==> src/rtl/vram_bus_arbiter.sv <==
// VRAM arbiter between the 68010 and the raster video fetch engine; video has priority, bounded by a run counter.
// Optional bus-error timeout on stalled CPU cycles is enabled with BUS_TIMEOUT_EN.
module vram_bus_arbiter #(
  parameter int unsigned ACC_CYC     = 2,
  parameter int unsigned MAX_VID_RUN = 4,
  parameter int unsigned TIMEOUT     = 64
) (
  input  logic MCKR,
  input  logic SYSRES,
  input  logic AS_b,
  input  logic UDS_b,
  input  logic LDS_b,
  input  logic R_b_Vs_W,
  input  logic VRAM_b,
  input  logic WAIT_b,
  input  logic DTACK_EXT_b,
  input  logic VID_REQ,
  output logic VID_GNT,
  output logic CPU_SEL,
  output logic VRAM_OE_b,
  output logic VRAM_WE_H_b,
  output logic VRAM_WE_L_b,
  output logic DTACKn,
  output logic BERRn
);

  localparam int unsigned SW = (ACC_CYC > 1) ? $clog2(ACC_CYC) : 1;
  localparam int unsigned RW = (MAX_VID_RUN > 1) ? $clog2(MAX_VID_RUN + 1) : 1;

  typedef enum logic [1:0] {
    S_IDLE,
    S_VID,
    S_CPU,
    S_ACK
  } state_t;

  state_t        state, state_nx;
  logic [SW-1:0] slot_cnt, slot_nx;
  logic [RW-1:0] run_cnt, run_nx;
  logic          cpu_req, cpu_ok, berr_hold, slot_last;
  logic          gnt_nx, sel_nx, oe_nx, weh_nx, wel_nx, dtack_nx;

  assign cpu_req   = ~AS_b & ~VRAM_b & (~UDS_b | ~LDS_b);
  assign cpu_ok    = cpu_req & ~berr_hold;
  assign slot_last = (slot_cnt == SW'(ACC_CYC - 1));

`ifdef BUS_TIMEOUT_EN
  localparam int unsigned TW = $clog2(TIMEOUT + 1);

  logic [TW-1:0] to_cnt;
  logic          berr_set;

  assign berr_set  = ~AS_b & BERRn & DTACKn & DTACK_EXT_b & (to_cnt == TW'(TIMEOUT - 1));
  assign berr_hold = ~BERRn | berr_set;

  always_ff @(posedge MCKR or posedge SYSRES) begin
    if (SYSRES) begin
      to_cnt <= '0;
      BERRn  <= 1'b1;
    end else if (AS_b) begin
      to_cnt <= '0;
      BERRn  <= 1'b1;
    end else begin
      if (DTACKn && DTACK_EXT_b && (to_cnt != TW'(TIMEOUT)))
        to_cnt <= to_cnt + TW'(1);
      if (berr_set)
        BERRn <= 1'b0;
    end
  end
`else
  logic unused_ext;

  assign berr_hold  = 1'b0;
  assign unused_ext = DTACK_EXT_b;

  always_ff @(posedge MCKR or posedge SYSRES) begin
    if (SYSRES) BERRn <= 1'b1;
    else        BERRn <= 1'b1;
  end
`endif

  always_comb begin
    state_nx = state;
    slot_nx  = slot_cnt;
    run_nx   = run_cnt;
    unique case (state)
      S_IDLE: begin
        slot_nx = '0;
        if (VID_REQ && (!cpu_ok || (run_cnt < RW'(MAX_VID_RUN))))
          state_nx = S_VID;
        else if (cpu_ok)
          state_nx = S_CPU;
      end
      S_VID: begin
        if (slot_last) begin
          state_nx = S_IDLE;
          slot_nx  = '0;
        end else begin
          slot_nx = slot_cnt + SW'(1);
        end
      end
      S_CPU: begin
        if (AS_b) begin
          state_nx = S_IDLE;
          slot_nx  = '0;
        end else if (WAIT_b) begin
          if (slot_last) begin
            state_nx = S_ACK;
            slot_nx  = '0;
          end else begin
            slot_nx = slot_cnt + SW'(1);
          end
        end
      end
      S_ACK: begin
        if (AS_b)
          state_nx = S_IDLE;
      end
      default: state_nx = S_IDLE;
    endcase

    // A timeout pulls a stalled CPU slot back to idle before strobes are re-registered.
    if (berr_hold && (state_nx == S_CPU || state_nx == S_ACK)) begin
      state_nx = S_IDLE;
      slot_nx  = '0;
    end

    if (!cpu_req)
      run_nx = '0;
    else if (state == S_IDLE && state_nx == S_CPU)
      run_nx = '0;
    else if (state == S_VID && slot_last && (run_cnt < RW'(MAX_VID_RUN)))
      run_nx = run_cnt + RW'(1);
  end

  always_comb begin
    gnt_nx   = (state_nx == S_VID);
    sel_nx   = (state_nx == S_CPU) || (state_nx == S_ACK);
    oe_nx    = ~(sel_nx & R_b_Vs_W);
    weh_nx   = 1'b1;
    wel_nx   = 1'b1;
    dtack_nx = ~(state_nx == S_ACK);
    if (state_nx == S_CPU && !R_b_Vs_W) begin
      weh_nx = UDS_b;
      wel_nx = LDS_b;
    end
  end

  always_ff @(posedge MCKR or posedge SYSRES) begin
    if (SYSRES) begin
      state       <= S_IDLE;
      slot_cnt    <= '0;
      run_cnt     <= '0;
      VID_GNT     <= 1'b0;
      CPU_SEL     <= 1'b0;
      VRAM_OE_b   <= 1'b1;
      VRAM_WE_H_b <= 1'b1;
      VRAM_WE_L_b <= 1'b1;
      DTACKn      <= 1'b1;
    end else begin
      state       <= state_nx;
      slot_cnt    <= slot_nx;
      run_cnt     <= run_nx;
      VID_GNT     <= gnt_nx;
      CPU_SEL     <= sel_nx;
      VRAM_OE_b   <= oe_nx;
      VRAM_WE_H_b <= weh_nx;
      VRAM_WE_L_b <= wel_nx;
      DTACKn      <= dtack_nx;
    end
  end

endmodule

==> config.mk <==
export PLATFORM = sky130hd
export DESIGN_NAME = vram_bus_arbiter
export DESIGN_NICKNAME = d
export VERILOG_FILES = /design/src/rtl/vram_bus_arbiter.sv
export SDC_FILE = /design/constraint.sdc
export NUM_CORES = 1
export LEC_CHECK = 0
export CAP_MARGIN = 20
export CORE_UTILIZATION = 41
export DETAILED_ROUTE_END_ITERATION = 6
export PLACE_DENSITY = 0.72
export SLEW_MARGIN = 5
export SYNTH_ARGS = -nofsm -noshare
export SYNTH_HDL_FRONTEND = slang
export SYNTH_SLANG_ARGS = --single-unit
==> constraint.sdc <==
create_clock -name MCKR -period 2.1 [get_ports MCKR]
set_clock_uncertainty 0.15 [all_clocks]
set_input_delay 0.315 -clock MCKR [delete_from_list [all_inputs] [get_ports MCKR]]
set_output_delay 0.315 -clock MCKR [all_outputs]
set_load 0.05 [all_outputs]
==> metrics.md <==
| Metric | Value |
|---|---|
| Synth warnings | `0` |
| Top-area cell type share of the netlist area | `0.316` |
| Dpl cells | `101` |
| Main synth FF type | `dfrtp_1` |
| Synthesis-stage register bit count | `12` |
| Final WS setup | `-0.0484 ns` |
| Max cap viols | `0` |
| WL/cell | `12.0 um` |
| Worst endpoint required time | `2.13 ns` |
| Global-route usage over all layers | `0.204` |
| Initial antenna violation count | `0` |
| Initial Utilization | `0.464` |
| Placed wire-length estimate | `998 um` |
| H-tree depth | `1` |
| Die footprint | `1710 um2` |
| Worst path slowest cell | `or4b_1` |
| Yosys cell types | `27` |
| Vert. Die Dim | `41.3 um` |
| Post-synth ARST share | `1.00` |
| Final setup viols | `2` |
| RSZ-0062 raised after global routing | `true` |
| Max-slew headroom | `0.667` |
| Internal | `820 uW` |
| Worst-path clk slew | `0.07 ns` |
| Vias in the first global route | `549` |
| Largest net degree at the start of global routing | `13` |
| Worst path most repeated cell | `inv_2` |
| Die span in x | `41.3 um` |
| Post-synthesis sequential area ratio | `0.481` |
| Peak supply drop | `0.613 mV` |
| Overall routed net length | `1.31 mm` |
| Longest Clk Path Bufs | `2` |
| Total CTS buffers | `3` |
| Synthesized cell area | `634 um2` |
| Inserted Diodes | `0` |
| Worst Hold Margin | `0.191 ns` |
| Global-route wire length before repair | `2.15 mm` |
| # nets final | `110` |
| Cell row count | `13` |
| Psw | `521 uW` |
| CP Data Arrival Time | `2.18 ns` |
| Worst Max-Slew Pin Slew | `0.499 ns` |
| Synth top area cells | `dfrtp_1 (32%), dfstp_2 (17%), ha_1 (9.9%)` |
| Share of total power in the clock network | `0.134` |
| CP top delay family | `compound AO/OA/AOI/OAI gates` |
| Port Buffers | `14` |
| Final worst path period share | `1.02` |
| Post-synth EDFFs | `0` |
| Number of placed I/O pins | `17` |
| Synth cell count leaders | `dfrtp_1 (8), nor2_1 (6), ha_1 (5), inv_1 (5), nand2_1 (5)` |
| Vias per Instance | `5.20` |
| Fmax achieved | `465 MHz` |
| Syn-to-layout area delta | `53.3%` |
| R2R Path Start | `state[0]$_DFF_PP0_` |
| Crit path cell chain | `inv_2, ha_2, o21ba_1, a211o_1, a311oi_2, inv_2, or4b_1` |
| Worst skew pair latency | `0.27 ns` |
| Cells after synthesis | `59` |
| GPL Wtd Cong | `0.842` |
| Pwr dens | `1380 nW/um2` |
| Flop2flop setup slack | `-0.05 ns` |
| Final Hold Violating Endpoints | `0` |
| Core area | `1370 um2` |
| CTS tree | `done` |
| Pre-CTS WS | `-0.312 ns` |
| Setup CP Type | `reg2reg` |
| Final global-route overflow total | `0` |
| Final antenna-violating net count | `0` |
| Placed cell area | `893 um2` |
| Final Max Slew Viols | `0` |
| Non-filler instance count after layout | `109` |
| Count leader, synth | `dfrtp_1` |
| Post-synth top area cell | `dfrtp_1` |
| Largest stage delay, worst path | `0.50 ns` |
| Average size of a mapped cell | `10.8 um2` |
| Syn_nets | `74` |
| Share of layout cells above drive strength 1 | `0.351` |
| Final min period | `2.15 ns` |
| Total number of vias | `567` |
| Sequential Power Share | `0.254` |
| Status | `finished, violations left` |
| Starting DRT DRC Count | `8` |
| Switching share of power | `0.389` |
| Drt pass-1 iters | `4` |
| Clk sink count | `12` |
| Type of the tightest min-delay check | `in2async` |
| CP startpoint kind | `register` |
| R2R Path End | `VRAM_WE_L_b$_DFF_PP1_` |
| Crit path capture type | `register` |
| CP Buf/Inv Count | `2` |
| Finished Cell Area | `972 um2` |
| CP max FO | `3` |
| Reg2Reg Depth | `7` |
| Failing checks | `negative setup slack` |
| Comb pwr share | `0.612` |
| Pleak | `0.000463 uW` |
| CTS hold repair buffers | `0` |
| DRC | `0` |
| Clock root buffer | `clkbuf_4` |
==> layer usage <==
layer	track usage	vias up	routed length [um]
li1	-	276	-
met1	0.191	273	536
met2	0.391	18	670
met3	0.0957	0	103
met4	0.0565	0	0
met5	0	-	0
==> cells in the final DEF (no fill, tap or decap), drive strengths merged, types with 2 or more instances in the layout <==
cell / count
buf: 18
clkdlybuf4s50: 12
dfrtp: 8
nor2: 6
inv: 6
nand2: 5
ha: 5
dfstp: 4
clkbuf: 4
a211oi: 3
a21oi: 2
o21ai: 2
a31oi: 2
or4b: 2
dlymetal6s2s: 2
==> state kept, by name, indices dropped and copies added (netlist names) <==
signal and count:
run_cnt 3, state 2, CPU_SEL 1, DTACKn 1
VID_GNT 1, VRAM_OE_b 1, VRAM_WE_H_b 1, VRAM_WE_L_b 1
slot_cnt 1
==> kinds of logic (layout without fill, tap and decap cells) <==
family	Yosys count	in the layout	synth area share
and+or+nand+nor	18	18	0.156
AOI/OAI and AO/OA	14	14	0.181
DFF	12	12	0.481
buffers and inverters	7	42	0.0473
adders and majority gates	5	5	0.0986
other	1	1	0.00591
xor gates and xnor gates	1	1	0.0138
muxes	1	1	0.0158
==> power groups by stage <==
stage	Combinational [uW]	Clock [uW]	Sequential [uW]
finish	821	180	340
CTS	779	187	343
floorplan	278	0	472
detailed placement	719	0	348
global route	889	197	351
global placement	707	0	344
==> worst max-delay path by stage <==
stage | slack, ns | cells after the start | from | end
floorplan | 0.02 | 7 | state[0]$_DFF_PP0_ | VRAM_WE_H_b$_DFF_PP1_
global placement | -0.29 | 6 | AS_b | VRAM_WE_H_b$_DFF_PP1_
detailed placement | -0.31 | 6 | AS_b | VRAM_WE_L_b$_DFF_PP1_
CTS | -0.01 | 7 | state[0]$_DFF_PP0_ | VRAM_WE_L_b$_DFF_PP1_
global route | -0.11 | 7 | state[0]$_DFF_PP0_ | VRAM_WE_L_b$_DFF_PP1_
finish | -0.05 | 7 | state[0]$_DFF_PP0_ | VRAM_WE_L_b$_DFF_PP1_
==> layout make-up <==
cell class	instances	area (um2)
clock buffer	4	36.3
fill	112	394
inverter	6	22.5
multi-input combinational	40	309
sequential	12	305
tap	15	18.8
timing repair buffer	32	280
==> repair_timing <==
item,in CTS,in global routing
pin swaps,3,0
resized for setup,1,4
setup endpoints to repair,2,4
setup buffers,3,1
==> metrics by stage <==
stage / util / total power, uW / TNS (ns)
floorplan: - / 750 / 0
global placement: 0.654 / 1050 / -0.601
detailed placement: 0.654 / 1070 / -0.702
CTS: 0.697 / 1310 / -0.0182
global route: 0.712 / 1440 / -0.190
finish: 0.712 / 1340 / -0.0602
Note: power is estimated with default switching activity, not from simulation.
